<file path="config.mk">
export PLATFORM = sky130hd
export DESIGN_NAME = countdown_timer
export DESIGN_NICKNAME = d
export VERILOG_FILES = /design/src/rtl/countdown_timer_pkg.sv /design/src/rtl/tick_prescaler.sv /design/src/rtl/countdown_timer.sv
export SDC_FILE = /design/constraint.sdc
export NUM_CORES = 1
export LEC_CHECK = 0
export BUFFER_PORTS_ARGS = -buffer_cell sky130_fd_sc_hd__buf_2
export CORE_MARGIN = 2
export CORE_UTILIZATION = 58
export DETAILED_ROUTE_END_ITERATION = 8
export PLACE_DENSITY = 0.82
export SYNTH_ARGS = -nofsm -noshare
export SYNTH_HDL_FRONTEND = slang
export SYNTH_SLANG_ARGS = --single-unit
</file>
<file path="constraint.sdc">
create_clock -name clk -period 2.5 [get_ports clk]
set_input_delay 0.75 -clock clk [delete_from_list [all_inputs] [get_ports clk]]
set_output_delay 0.75 -clock clk [all_outputs]
set_load 0.01 [all_outputs]
</file>
<file path="src/rtl/countdown_timer_pkg.sv">
// Shared types and sizing helpers for the loadable countdown timer.
// Prescaler sizing is used only when COUNTDOWN_TIMER_PRESCALE_EN is defined.
package countdown_timer_pkg;

    typedef enum logic [1:0] {
        IDLE = 2'd0,
        RUN  = 2'd1,
        HOLD = 2'd2,
        DONE = 2'd3
    } state_t;

    localparam int PRESCALE_DIV_DEFAULT = 4;

    // A divide-by-1 prescaler still needs a 1-bit counter to stay legal.
    function automatic int presc_width(input int div);
        return (div <= 1) ? 1 : $clog2(div);
    endfunction

    localparam int PRESC_W = presc_width(PRESCALE_DIV_DEFAULT);

endpackage

</file>
<file path="src/rtl/tick_prescaler.sv">
// Counts enable cycles and emits a tick on every DIV-th one.
// The tick is combinational so that it lines up with the enable that completes the group.
module tick_prescaler
    import countdown_timer_pkg::*;
#(
    parameter int DIV = PRESCALE_DIV_DEFAULT
) (
    input  logic clk,
    input  logic rst,
    input  logic clr,
    input  logic en,
    output logic tick
);

    localparam int W = presc_width(DIV);
    localparam logic [W-1:0] LAST = W'(DIV - 1);

    logic [W-1:0] cnt;

    assign tick = en && (cnt == LAST);

    always_ff @(posedge clk) begin
        if (rst || clr) begin
            cnt <= '0;
        end else if (en) begin
            cnt <= (cnt == LAST) ? '0 : cnt + 1'b1;
        end
    end

endmodule

</file>
<file path="src/rtl/countdown_timer.sv">
// Loadable down-counter with one-shot / auto-reload, pause and resume.
// Define COUNTDOWN_TIMER_PRESCALE_EN to decrement only on every PRESCALE_DIV-th enab.
module countdown_timer
    import countdown_timer_pkg::*;
#(
    parameter int WIDTH        = 5,
    parameter int PRESCALE_DIV = 4
) (
    input  logic             clk,
    input  logic             rst,
    input  logic [WIDTH-1:0] cnt_in,
    input  logic             load,
    input  logic             start,
    input  logic             stop,
    input  logic             enab,
    input  logic             auto_reload,
    output logic [WIDTH-1:0] cnt_out,
    output logic             busy,
    output logic             tc,
    output logic             done,
    output state_t           state_dbg
);

    state_t           state;
    logic [WIDTH-1:0] reload;
    logic [WIDTH-1:0] restart_val;
    logic             run_en;
    logic             start_ok;
    logic             step;

    // Every higher-priority control masks both the decrement and the start.
    assign run_en      = (state == RUN) && enab && !load && !stop;
    assign start_ok    = start && !load && !stop && (state != RUN);
    assign restart_val = (state == DONE) ? reload : cnt_out;
    assign state_dbg   = state;

`ifdef COUNTDOWN_TIMER_PRESCALE_EN
    logic terminal_reload;

    assign terminal_reload = step && (cnt_out <= WIDTH'(1)) && auto_reload;

    tick_prescaler #(
        .DIV (PRESCALE_DIV)
    ) u_prescaler (
        .clk  (clk),
        .rst  (rst),
        .clr  (load || start_ok || terminal_reload),
        .en   (run_en),
        .tick (step)
    );
`else
    // An invalid divider (< 1) leaves the timer unable to count.
    assign step = run_en && (PRESCALE_DIV >= 1);
`endif

    always_ff @(posedge clk) begin
        if (rst) begin
            state   <= IDLE;
            cnt_out <= '0;
            reload  <= '0;
            busy    <= 1'b0;
            tc      <= 1'b0;
            done    <= 1'b0;
        end else begin
            tc <= 1'b0;
            if (load) begin
                cnt_out <= cnt_in;
                reload  <= cnt_in;
                state   <= IDLE;
                busy    <= 1'b0;
                done    <= 1'b0;
            end else if (stop) begin
                if (state == RUN) begin
                    state <= HOLD;
                end
            end else if (start_ok) begin
                if (state == HOLD) begin
                    state <= RUN;
                end else if (restart_val == '0) begin
                    // Starting from zero finishes at once rather than wrapping.
                    cnt_out <= '0;
                    state   <= DONE;
                    busy    <= 1'b0;
                    done    <= 1'b1;
                    tc      <= 1'b1;
                end else begin
                    cnt_out <= restart_val;
                    state   <= RUN;
                    busy    <= 1'b1;
                    done    <= 1'b0;
                end
            end else if (step) begin
                if (cnt_out > WIDTH'(1)) begin
                    cnt_out <= cnt_out - 1'b1;
                end else begin
                    tc <= 1'b1;
                    if (auto_reload) begin
                        cnt_out <= reload;
                    end else begin
                        cnt_out <= '0;
                        state   <= DONE;
                        busy    <= 1'b0;
                        done    <= 1'b1;
                    end
                end
            end
        end
    end

endmodule

</file>
==> impl_metrics.ini <==
[worst_hold_path]
hold_class = reg2reg
hold_end = done
worstHoldPathCells = 2
worstHoldStart = done

[routing]
finalWirelength_um = 2600
postRouteAntennaNets = 0
drt_iter0_markers = 62
num_vias = 1121
via_per_inst = 6.52
drc = 0
wire_per_inst_um = 15.1
first_pass_iters = 4

[critical_path]
cp_max_fo = 16
r2r_start = state_dbg[0]
r2r_cells = 4
cp_cell_sequence = buf_2
critPathMaxStageDelay_ns = 0.66
timing.critical_path.buf_inv = 1
critPathLaunchType = flip-flop
cp.arrival_ns = 1.17
critical_path_required_ns = 1.75
rr_endpoint = tc
crit_family = flip-flops
critPathCaptureType = output pin
critPathKind = reg2out
critPathSlowestCell = dfxtp_1
rrSetupSlack_ns = 0.67

[cts]
htreeDepth = 1
clock_sinks = 15
postCtsHoldBufs = 0
clk_latency_ns = 0.28
cts_tree = built
clk_transition_reported_paths_ns = 0.08
root_buffer = clkbuf_4
cts_resized = 0
cts_made_buffers = 3
clock_path_buffers = 2
cts_setup_buffers = 0

[finish]
drive_gt1_share_pct = 27.9
final_cell_mix = buf_2, dfxtp_1, a21oi_1
syn_to_final_growth_pct = 9.54
finalNetCount = 162
final_common_cell = buf_2
num_antenna_cells = 0
fin_area_um2 = 1230
fin_util_pct = 69.3
stdcell_count = 172

[status]
status = finished, final reports clean

[timing]
grt_setup_unrepaired = no
final_max_slew_viol_count = 0
setup_tns_ns = 0
fmax_ghz = 0.522
skew_ns = 0.00431
setup_ws_ns = 0.583
fin_crit_ns = 1.92
worst_slew_pin_slew_ns = 0.566
timing.final.crit_share_pct = 76.7
slew_headroom_pct = 62.2
final-setup-viol-count = 0
hold_viol_final = 0
whs_ns = 0.480

[synthesis]
ys_seq_area_share_pct = 26.6
avgSynthCellArea_um2 = 8.74
synth_cells = 129
ys_ff_latch = 15
synth_top_area_cell = dfxtp_1
synth_edf_count = 0
syn_nets = 143
synth.distinct_cells = 51
synthArstFlopShare_pct = 0
synth_area_um2 = 1130
yosys-top-cells-area = dfxtp_1, mux2i_1, a21oi_1, mux2_2, nor2b_1
synth_top_area_share_pct = 26.6
ys_warn_count = 0
ys_dominant_reg_cell = dfxtp_1

[floorplanning]
initial_core_util_pct = 63.2
row_count = 15
fp.dieW_um = 48.1
die_h_um = 48.1
coreArea_um2 = 1780
ios = 22
dieArea_um2 = 2310

[placement]
dpl.hpwl_um = 1890
gp_congestion = 0.922
place_inst = 168
io_buffers = 21
post-place-ws_ns = 0.394
place_area_um2 = 1210

[grt]
overflow = 0
grt_pass1_vias = 906
antenna_found_initial = 0
grt_max_degree = 20
grt_pass1_wl_um = 3930
grt_use_total_pct = 23.7

[power_and_ir_drop]
power_density_nw_per_um2 = 479
ir_drop_uv = 346
p_leak_nw = 0.509
power.total_mw = 0.591

[flow_run]
drv_cap = 0
-- Yosys cell counts, types with 3 or more instances --
cell / instances
a21oi_1: 10
a22oi_1: 3
buf_6: 3
dfxtp_1: 15
inv_1: 7
mux2_2: 4
mux2i_1: 7
nand2_1: 7
nand3_1: 5
nor2_1: 9
nor2b_1: 6
nor3_1: 3
o21ai_0: 4
-- worst min-delay path, delay by kind of cell (launching register included) --
kind            cells  cell delay [ns]
compound gates      1             0.07
buf+inv             1             0.05
flops               1             0.31
-- final cells by class --
class	instances	area [µm²]
Fill cell	146	548
Multi-Input combinational cell	100	746
Clock buffer	4	26.3
Timing Repair Buffer	21	105
Sequential cell	15	300
Tap cell	25	31.3
Inverter	7	26.3
-- cells by family (layout without fill, tap and decap cells) --
logic type	after synthesis	after routing	share of synthesized area, %
fa+ha+maj	2	2	2.22
mux	11	11	10.2
simple gates	47	47	25.0
flops	15	15	26.6
xor+xnor	1	1	0.777
buf+inv	14	32	7.21
compound gates	39	39	28.0
-- power by group --
group          switching (mW)  total [mW]  internal, mW  leakage (nW)
logic                  0.0912       0.172        0.0812         0.371
clock network          0.0747       0.137        0.0618        0.0150
registers              0.0289       0.282         0.253         0.123
total                   0.195       0.591         0.396         0.509
-- registers in the layout, indices dropped and copies added, names as in the netlist --
register	cells
tc	1
cnt_out	5
done	1
state_dbg	2
busy	1
reload	5
-- layer usage --
metal  global-route usage (%)  wire length (µm)
met4                     9.19                21
met1                     34.5              1160
met3                     3.02               267
met2                     35.2              1150
met5                        0                 0
-- worst max path at each step --
stage	start	to	slack, ns	cells after the start
after CTS	state_dbg[0]	state_dbg[0]	0.58	1
after floorplan	load	cnt_out[1]	0.68	5
after global placement	load	tc	0.49	5
after global routing	state_dbg[0]	state_dbg[0]	0.52	1
after detailed placement	load	tc	0.39	5
final	state_dbg[0]	state_dbg[0]	0.58	1
No activity file was read; power rests on OpenSTA's default activity.
